===== src/rtl/vcsr_reader_pkg.sv =====
// vcsr_reader_pkg: shared types for the VCSR read path.
//   CsrAddrT / word   : CSR address and data word types
//   vcsr_cfg_entry_t  : packed config entry {addr, offset, width}, also used by the write path
//   vcsr_rd_state_t   : read-path FSM states
//   vcsr_idx_t        : request index for the default 16-entry configuration
//   field_mask()      : ones in bits [top_bit:0], also used by the write path
package vcsr_reader_pkg;

  localparam int unsigned CsrAddrW = 12;
  typedef logic [CsrAddrW-1:0] CsrAddrT;
  typedef logic [31:0]         word;

  // Config CSR k lives at VcsrBase + k.
  localparam CsrAddrT VcsrBase = 12'h100;
  localparam int unsigned VcsrAmountDefault = 16;

  typedef logic [$clog2(VcsrAmountDefault):0] vcsr_idx_t;

  typedef struct packed {
    CsrAddrT    addr;
    logic [4:0] offset;
    logic [4:0] width;   // field is width+1 bits wide
  } vcsr_cfg_entry_t;

  typedef enum logic [1:0] {
    RD_IDLE,
    RD_LOOKUP,
    RD_CSR_RD,
    RD_RESP
  } vcsr_rd_state_t;

  // A shift by 32 yields zero, so top_bit=31 gives an all-ones mask.
  function automatic word field_mask(input logic [4:0] top_bit);
    return ~(32'hFFFF_FFFF << ({1'b0, top_bit} + 6'd1));
  endfunction

endpackage


===== src/rtl/vcsr_field_extract.sv =====
// vcsr_field_extract: combinational field extraction.
//   data_i   : raw CSR word
//   offset_i : LSB position of the field
//   width_i  : field width minus one
//   field_o  : field right-aligned, masked and extended
// Build option VCSR_READ_SIGN_EXT_EN: sign-extend instead of zero-extend.
module vcsr_field_extract
  import vcsr_reader_pkg::*;
(
  input  word        data_i,
  input  logic [4:0] offset_i,
  input  logic [4:0] width_i,
  output word        field_o
);

  word        shifted;
  word        mask;
  logic [5:0] span;
  logic [4:0] top_bit;

  always_comb begin
    shifted = data_i >> offset_i;
    span    = {1'b0, offset_i} + {1'b0, width_i};
    // A field running past bit 31 is truncated; its top is then bit 31-offset.
    top_bit = span[5] ? (5'd31 - offset_i) : width_i;
    mask    = field_mask(top_bit);
    field_o = shifted & mask;
`ifdef VCSR_READ_SIGN_EXT_EN
    if (shifted[top_bit]) field_o = field_o | ~mask;
`endif
  end

endmodule


===== src/rtl/vcsr_reader.sv =====
// vcsr_reader: read side of the VCSR mapping. A request for virtual CSR idx
// looks up config entry cfg_i[idx], reads the target CSR and returns the
// right-aligned field. One request in flight at a time.
//   clk_i, rst_ni            : clock, async active-low reset
//   cfg_i[VcsrAmount]        : config CSR contents, {addr, offset, width} in bits [21:0]
//   req_valid_i/req_ready_o  : request handshake, req_idx_i selects the VCSR
//   csr_rd_valid_o/ready_i   : CSR file read, csr_rd_data_i valid with ready
//   resp_valid_o/resp_ready_i: response handshake with resp_data_o, resp_err_o
// Build option VCSR_READ_SIGN_EXT_EN: sign-extend returned fields.
//
// state     | meaning
// RD_IDLE   | waiting for a request, req_ready_o high
// RD_LOOKUP | index range check and config entry capture
// RD_CSR_RD | CSR read outstanding, address held
// RD_RESP   | response held until resp_ready_i
module vcsr_reader
  import vcsr_reader_pkg::*;
#(
  parameter  int unsigned VcsrAmount = VcsrAmountDefault,
  localparam int unsigned IdxW       = $clog2(VcsrAmount) + 1
) (
  input  logic            clk_i,
  input  logic            rst_ni,
  input  logic [31:0]     cfg_i [VcsrAmount],
  input  logic            req_valid_i,
  output logic            req_ready_o,
  input  logic [IdxW-1:0] req_idx_i,
  output logic            csr_rd_valid_o,
  input  logic            csr_rd_ready_i,
  output CsrAddrT         csr_rd_addr_o,
  input  word             csr_rd_data_i,
  output logic            resp_valid_o,
  input  logic            resp_ready_i,
  output word             resp_data_o,
  output logic            resp_err_o
);

  vcsr_rd_state_t  state_q, state_d;
  logic [IdxW-1:0] idx_q, idx_d;
  CsrAddrT         addr_q, addr_d;
  logic [4:0]      offset_q, offset_d;
  logic [4:0]      width_q, width_d;
  word             resp_data_q, resp_data_d;
  logic            resp_err_q, resp_err_d;

  logic            idx_in_range;
  vcsr_cfg_entry_t cfg_sel;
  word             field;
  logic            unused_cfg_hi;

  assign idx_in_range = (32'(idx_q) < VcsrAmount);
  // Out-of-range indices alias into the table but are rejected before use.
  assign cfg_sel = vcsr_cfg_entry_t'(cfg_i[idx_q[IdxW-2:0]][21:0]);

  always_comb begin
    unused_cfg_hi = 1'b0;
    for (int k = 0; k < VcsrAmount; k++) unused_cfg_hi = unused_cfg_hi ^ (^cfg_i[k][31:22]);
  end

  vcsr_field_extract u_extract (
    .data_i   (csr_rd_data_i),
    .offset_i (offset_q),
    .width_i  (width_q),
    .field_o  (field)
  );

  always_comb begin
    state_d     = state_q;
    idx_d       = idx_q;
    addr_d      = addr_q;
    offset_d    = offset_q;
    width_d     = width_q;
    resp_data_d = resp_data_q;
    resp_err_d  = resp_err_q;
    unique case (state_q)
      RD_IDLE: begin
        if (req_valid_i) begin
          idx_d   = req_idx_i;
          state_d = RD_LOOKUP;
        end
      end
      RD_LOOKUP: begin
        if (idx_in_range) begin
          addr_d   = cfg_sel.addr;
          offset_d = cfg_sel.offset;
          width_d  = cfg_sel.width;
          state_d  = RD_CSR_RD;
        end else begin
          resp_err_d  = 1'b1;
          resp_data_d = '0;
          state_d     = RD_RESP;
        end
      end
      RD_CSR_RD: begin
        if (csr_rd_ready_i) begin
          resp_data_d = field;
          state_d     = RD_RESP;
        end
      end
      RD_RESP: begin
        if (resp_ready_i) begin
          resp_err_d = 1'b0;
          state_d    = RD_IDLE;
        end
      end
      default: state_d = RD_IDLE;
    endcase
  end

  always_ff @(posedge clk_i or negedge rst_ni) begin
    if (!rst_ni) begin
      state_q     <= RD_IDLE;
      idx_q       <= '0;
      addr_q      <= '0;
      offset_q    <= '0;
      width_q     <= '0;
      resp_data_q <= '0;
      resp_err_q  <= 1'b0;
    end else begin
      state_q     <= state_d;
      idx_q       <= idx_d;
      addr_q      <= addr_d;
      offset_q    <= offset_d;
      width_q     <= width_d;
      resp_data_q <= resp_data_d;
      resp_err_q  <= resp_err_d;
    end
  end

  assign req_ready_o    = (state_q == RD_IDLE);
  assign csr_rd_valid_o = (state_q == RD_CSR_RD);
  assign resp_valid_o   = (state_q == RD_RESP);
  assign csr_rd_addr_o  = addr_q;
  assign resp_data_o    = resp_data_q;
  assign resp_err_o     = resp_err_q;

endmodule


===== config.mk =====
export PLATFORM = sky130hd
export DESIGN_NAME = vcsr_reader
export DESIGN_NICKNAME = d
export VERILOG_FILES = /design/src/rtl/vcsr_reader_pkg.sv /design/src/rtl/vcsr_field_extract.sv /design/src/rtl/vcsr_reader.sv
export SDC_FILE = /design/constraint.sdc
export NUM_CORES = 1
export LEC_CHECK = 0
export BUFFER_PORTS_ARGS = -buffer_cell sky130_fd_sc_hd__buf_2
export CAP_MARGIN = 10
export CORE_AREA = 3 3 232 234
export DETAILED_ROUTE_END_ITERATION = 8
export DIE_AREA = 0 0 235 237
export PLACE_DENSITY = 0.48
export SLEW_MARGIN = 20
export SYNTH_ARGS = -nofsm -noshare
export SYNTH_HDL_FRONTEND = slang
export SYNTH_SLANG_ARGS = --single-unit

===== constraint.sdc =====
create_clock -name clk_i -period 5 [get_ports clk_i]
set_input_delay 0.25 -clock clk_i [delete_from_list [all_inputs] [get_ports clk_i]]
set_output_delay 0.25 -clock clk_i [all_outputs]
set_load 0.02 [all_outputs]

## Word-level counts from Yosys, hierarchy flattened

Cells that the tools add are included.

| word-level totals | value |
|---|---|
| register bits | 62 |

| operators by class | value |
|---|---|
| $add $sub $neg | 3 |
| $lt $le $gt $ge | 2 |
| equality and inequality tests | 7 |
| muxes and demuxes | 15 |
| bitwise gates (word level) | 3 |
| shift operators | 2 |
| reductions and logical operators | 8 |

Operator list:

| cell | number |
|---|---|
| $bmux 32 s4 | 1 |
| $mux 32 | 2 |
| $pmux 32 s2 | 1 |
| $mux 22 | 2 |
| $and 32x32->32 | 1 |
| $not 32->32 | 1 |
| $shl 32x6->32 const A | 1 |
| $shr 32x5->32 | 1 |
| $reduce_and 3->1 | 3 |
| $pmux 2 s4 | 1 |
| $add 5x1->6 const B | 1 |
| $add 5x5->6 | 1 |
| $mux 2 | 3 |
| $ge 5x5->1 const B | 1 |
| $lt 5x5->1 const B | 1 |
| $mux 5 | 1 |
| $not 4->5 | 1 |
| $sub 5x5->5 const A | 1 |
| $eq 2x2->1 const B | 2 |
| $ne 2x1->1 const B | 2 |
| $ne 2x2->1 const B | 2 |
| $reduce_and 2->1 | 2 |
| $reduce_bool 2->1 | 2 |
| $mux 1 | 3 |
| other kinds (3) | 3 |

## Longest topological paths before layout

| logic depth | value |
|---|---|
| depth in word-level cells | 8 |
| depth in mapped cells | 15 |

## By module

From an unflattened synthesis, not the netlist that was laid out.

| second synthesis, totals | value |
|---|---|
| cell total of the unflattened synthesis | 918 |
| area, all modules | 7965.1 um2 |

Modules (own cells, without submodules):

| module | instances | area an instance (um2) | cells an instance |
|---|---|---|---|
| vcsr_reader | 1 | 5471.5 | 626 |
| vcsr_field_extract | 1 | 2493.6 | 292 |

## Least setup slack after synthesis

OpenSTA, ideal clock, no wires.

| timing | value |
|---|---|
| kind | register to register |
| start | reg offset_q[2] |
| end | reg resp_data_q[4], in the netlist resp_data_o[4] |
| setup time | 0.122 ns |
| stages on the path, launching flop included | 13 |
| path buffers | 2 |
| data arrival time | 3.154 ns |
| period minus slack after synthesis | 3.276 ns |
| slack | 1.724 ns |
| path through | dfrtp_1 -> ha_1 -> a21oi_2 -> a21oi_4 -> or2_1 -> buf_4 -> buf_8 -> a21oi_1 -> ha_1 -> nor4b_1 -> a31oi_2 -> a211o_1 -> a32o_1 |

| on the way | value |
|---|---|
| longest elaborated chain between the ends | 8 |
| elaborated cells on any way between the ends | 10 |
| those cells by class | add/sub: 3; shift: 2; mux: 3; bitwise: 2 |

RTL lines:

| item | RTL line | RTL |
|---|---|---|
| from (decl) | vcsr_reader.sv:41 | `logic [4:0] offset_q, offset_d;` |
| from (signal assigned) | vcsr_reader.sv:123 | `offset_q <= offset_d;` |
| $add 5x5->6 / $sub 5x5->5 (equally long branches) | vcsr_field_extract.sv:23, vcsr_field_extract.sv:25 |  |
| $mux 5 | vcsr_field_extract.sv:25 | `top_bit = span[5] ? (5'd31 - offset_i) : width_i;` |
| $add 5x1->6 | vcsr_reader_pkg.sv:34 | `return ~(32'hFFFF_FFFF << ({1'b0, top_bit} + 6'd1));` |
| $shl 32x6->32 | vcsr_reader_pkg.sv:34 |  |
| $not 32->32 | vcsr_reader_pkg.sv:34 |  |
| $and 32x32->32 * | vcsr_field_extract.sv:27 | `field_o = shifted & mask;` |
| $mux 32 * | vcsr_reader.sv:95 | `if (csr_rd_ready_i) begin` |
| $pmux 32 s2 * | vcsr_reader.sv:75 | `unique case (state_q)` |
| to (signal assigned) | vcsr_reader.sv:125 | `resp_data_q <= resp_data_d;` |
| to (decl) | vcsr_reader.sv:43 | `word resp_data_q, resp_data_d;` |

Mark *: on every way between the ends. The rest lies on a longest branch, timed or not. The select of a mux whose other input is x is not followed.
A chain may end at the register's enable or synchronous reset.

## Worst setup path after layout

| timing | value |
|---|---|
| start | reg width_q[2] |
| end | reg resp_data_q[19], in the netlist resp_data_o[19] |

| on the way | value |
|---|---|
| longest elaborated chain between the ends | 8 |

RTL lines:

| item | RTL line | RTL |
|---|---|---|
| from (decl) | vcsr_reader.sv:42 | `logic [4:0] width_q, width_d;` |
| from (signal assigned) | vcsr_reader.sv:124 | `width_q <= width_d;` |
| $add 5x5->6 | vcsr_field_extract.sv:23 | `span = {1'b0, offset_i} + {1'b0, width_i};` |
| $mux 5 * | vcsr_field_extract.sv:25 |  |
| $add 5x1->6 * | vcsr_reader_pkg.sv:34 |  |
| $shl 32x6->32 * | vcsr_reader_pkg.sv:34 |  |
| $not 32->32 * | vcsr_reader_pkg.sv:34 |  |
| $and 32x32->32 * | vcsr_field_extract.sv:27 |  |
| $mux 32 * | vcsr_reader.sv:95 |  |
| $pmux 32 s2 * | vcsr_reader.sv:75 |  |

Marks and branches as above.

==> impl_metrics.ini <==
[sta]
rsz0062_at_grt = no
finalSetupViolCount = 0
maxSlewViolCount = 0
final_hold_viol_count = 0
period_needed_ps = 3760
tightest_slew_ps = 1080
period_share_pct = 75.1
timing.fmax_ghz = 0.266
slew_headroom_pct = 27.3
finalClockSkew_ps = 17.0
fin_tns_setup_ps = 0

[power]
p_seq_share_pct = 15.7
intPower_mw = 3.29
comb_power_share_pct = 74.3
irDropWorstVdd_mv = 0.212
pwr-share-clk_pct = 10.0
p_per_area_nw_per_um2 = 619
p_sw_mw = 3.26
swShare_pct = 49.8
p_leak_nw = 4.63

[worst_setup_path]
path_cells = ha_1 -> nand4_4 -> a21oi_4 -> or2_1 -> a21oi_1 -> ha_1 -> and3_1 -> nand2_1 -> nor4_1 -> a31oi_2 -> nand4_2 -> o31ai_1
timing.rr.end = resp_data_o[19]$_DFFE_PN0P_
cp_slowest_stage_delay_ps = 590
rr_worst_depth = 12
endpoint_kind = register
cp_slowest_cell = a31oi_2
r2r_slack_ps = 1240
worstPathRequired_ps = 5240
cp_data_arrival_time_ps = 4000
critical-path-top-delay-family = compound AO/OA/AOI/OAI gates
critPathKind = register to register
cp.buffers_inverters = 0
worstPathMaxFanout = 10
cp_common_cell = ha_1
rr_startpoint = width_q[2]$_DFFE_PN0P_
startpoint_type = register

[logic_synthesis]
synth_top_family_by_area = multiplexers
yosysSeqAreaShare_pct = 20.9
synthArstFlopShare_pct = 100
yosys.area_share.simple_pct = 11.2
synth_edf_count = 0
synth_adder_area_share_pct = 2.02
syn-instance-count = 627
synth_compound_area_share_pct = 11.1
synth_top_area_share_pct = 42.5
yosys-top-cells-area = mux4_2, dfrtp_1, nand2_1
synth_seq_cells = 62
muxShareOfSynthArea_pct = 49.3
synthFlopType = dfrtp_1
synth_area_um2 = 7420
synth.largest_area_cell = mux4_2
synth_xor_xnor_area_share_pct = 0.236
ys_types = 64
synth_area_per_cell_um2 = 11.8
yosys_warnings = 0
syn_nets = 1193

[global_routing]
gr-usage-all-layers_pct = 14.7
grt_pass1_vias = 7973
grt_max_degree = 70
antenna_found_initial = 36
grt_pass1_wl_um = 58700
gr-total-overflow = 0

[clock_tree]
post-cts-setup-buffer-count = 0
root_buffer = clkbuf_16
htree_levels = 3
clk_path_buf_depth = 2
clock_latency_ps = 340
cts.sinks = 62
cts_tree = done
ctsHoldBuffers = 0
cts_resized = 0
cts.clk_slew.worst_paths_ps = 60
cts_buffers = 9

[drt]
totalWireLength_um = 42400
routed-via-count = 7713
drtIter0Drc = 514
via_per_inst = 4.47
first_pass_iters = 5
drc = 0
postRouteAntennaNets = 0
detail_route.wl_per_cell_um = 24.5

[finish]
syn_to_final_growth_pct = 42.6
nFillCells = 5746
layout_common_cells = buf_2, mux4_2, nand2_1
layout_commonest_cell = buf_2
layout-drive-gt1-share_pct = 62.2
nets = 1595
fin_area_um2 = 10600

[placed_design]
place_area_um2 = 10300
place_congestion = 0.917
portBuffers = 441
dpl.hpwl_um = 36600

[floorplanning]
io_pins = 602
die_area_um2 = 55700
floorplan.initialDensity_pct = 14.2
die_y_um = 237
num_rows = 84
die_x_um = 235
core_um2 = 52200

[outcome]
outcome = complete, no violations

[worst_hold_path]
hold_path_class = primary input to asynchronous set/reset pin

[job]
cap_viol_max_count = 0
==> synth_stat cells (4+ instances only) <==
master / n
mux4_2: 140
nand2_1: 101
dfrtp_1: 62
mux2i_1: 31
o21ai_0: 29
clkbuf_1: 27
buf_2: 23
nor2_1: 17
mux2_2: 14
nor3_1: 14
ha_1: 12
a21oi_1: 10
a32o_1: 10
nor2b_1: 10
a211oi_1: 9
a22o_1: 8
a31oi_1: 8
inv_1: 8
nand2b_1: 8
o22ai_1: 8
buf_6: 7
buf_4: 5
a2111oi_0: 4
a22oi_1: 4
and3_1: 4
nand3_1: 4
==> sequential cells by signal, indices dropped and copies added (netlist names) <==
register       cells
csr_rd_addr_o     12
idx_q              5
offset_q           5
resp_data_o       32
resp_err_o         1
state_q            2
width_q            5
==> area by class of cell <==
type | count | area, µm² | area share [%]
Clock inverter | 4 | 55.1 | 0.520
Timing Repair Buffer | 455 | 2320 | 22.0
Inverter | 9 | 33.8 | 0.319
Antenna cell | 6 | 15.0 | 0.142
Tap cell | 688 | 861 | 8.14
Clock buffer | 11 | 243 | 2.29
Sequential cell | 62 | 1560 | 14.8
Multi-Input combinational cell | 492 | 5480 | 51.8
==> worst register-to-register path, cell delays in order, from the launching register on <==
cell	delay, ps
dfrtp_1	450
ha_1	380
nand4_4	100
a21oi_4	280
or2_1	330
a21oi_1	200
ha_1	330
and3_1	190
nand2_1	130
nor4_1	70
a31oi_2	590
nand4_2	310
o31ai_1	300
==> routing by layer <==
layer	global-route usage (%)	part of all wire [%]	wire length, µm
met1	18.6	40	17100
met2	24.2	47	20000
met3	5.67	11	4610
met4	2.39	1.5	629
met5	0	0.24	100
==> worst max-delay path by stage <==
stage	startpoint	slack (ps)	endpoint	cells past startpoint
global route	width_q[2]$_DFFE_PN0P_	1010	resp_data_o[19]$_DFFE_PN0P_	12
floorplan	offset_q[2]$_DFFE_PN0P_	1720	resp_data_o[4]$_DFFE_PN0P_	12
finish	width_q[2]$_DFFE_PN0P_	1240	resp_data_o[19]$_DFFE_PN0P_	12
global placement	width_q[2]$_DFFE_PN0P_	1260	resp_data_o[19]$_DFFE_PN0P_	12
CTS	width_q[2]$_DFFE_PN0P_	1280	resp_data_o[19]$_DFFE_PN0P_	12
detailed placement	width_q[2]$_DFFE_PN0P_	1320	resp_data_o[19]$_DFFE_PN0P_	12
==> power by group through the flow <==
stage          Clock, mW  Sequential (mW)  Combinational (mW)
6_report           0.655             1.03                4.86
4_1_cts            0.683             1.05                4.93
3_5_place_dp           0             1.06                4.92
5_1_grt            0.699             1.08                5.29
3_3_place_gp           0             1.05                4.90
2_1_floorplan          0            0.942                3.59
==> metrics by stage <==
step	power [mW]	cells	hold slack (ps)	setup WS, ps	util [%]
after floorplan	4.53	627	-45.6	1720	-
after global placement	5.95	1706	463	1260	19.7
after detailed placement	5.98	1706	463	1320	19.7
after CTS	6.66	1721	136	1280	20.2
after global routing	7.07	1723	143	1010	20.2
final	6.55	1727	100	1240	20.3
==> kinds of logic after synthesis <==
family | count (synthesis)
buf+inv | 73
simple gates | 176
xor+xnor | 2
fa+ha+maj | 12
mux | 187
compound gates | 115
flops | 62
Power figures use the tool's default switching activity.
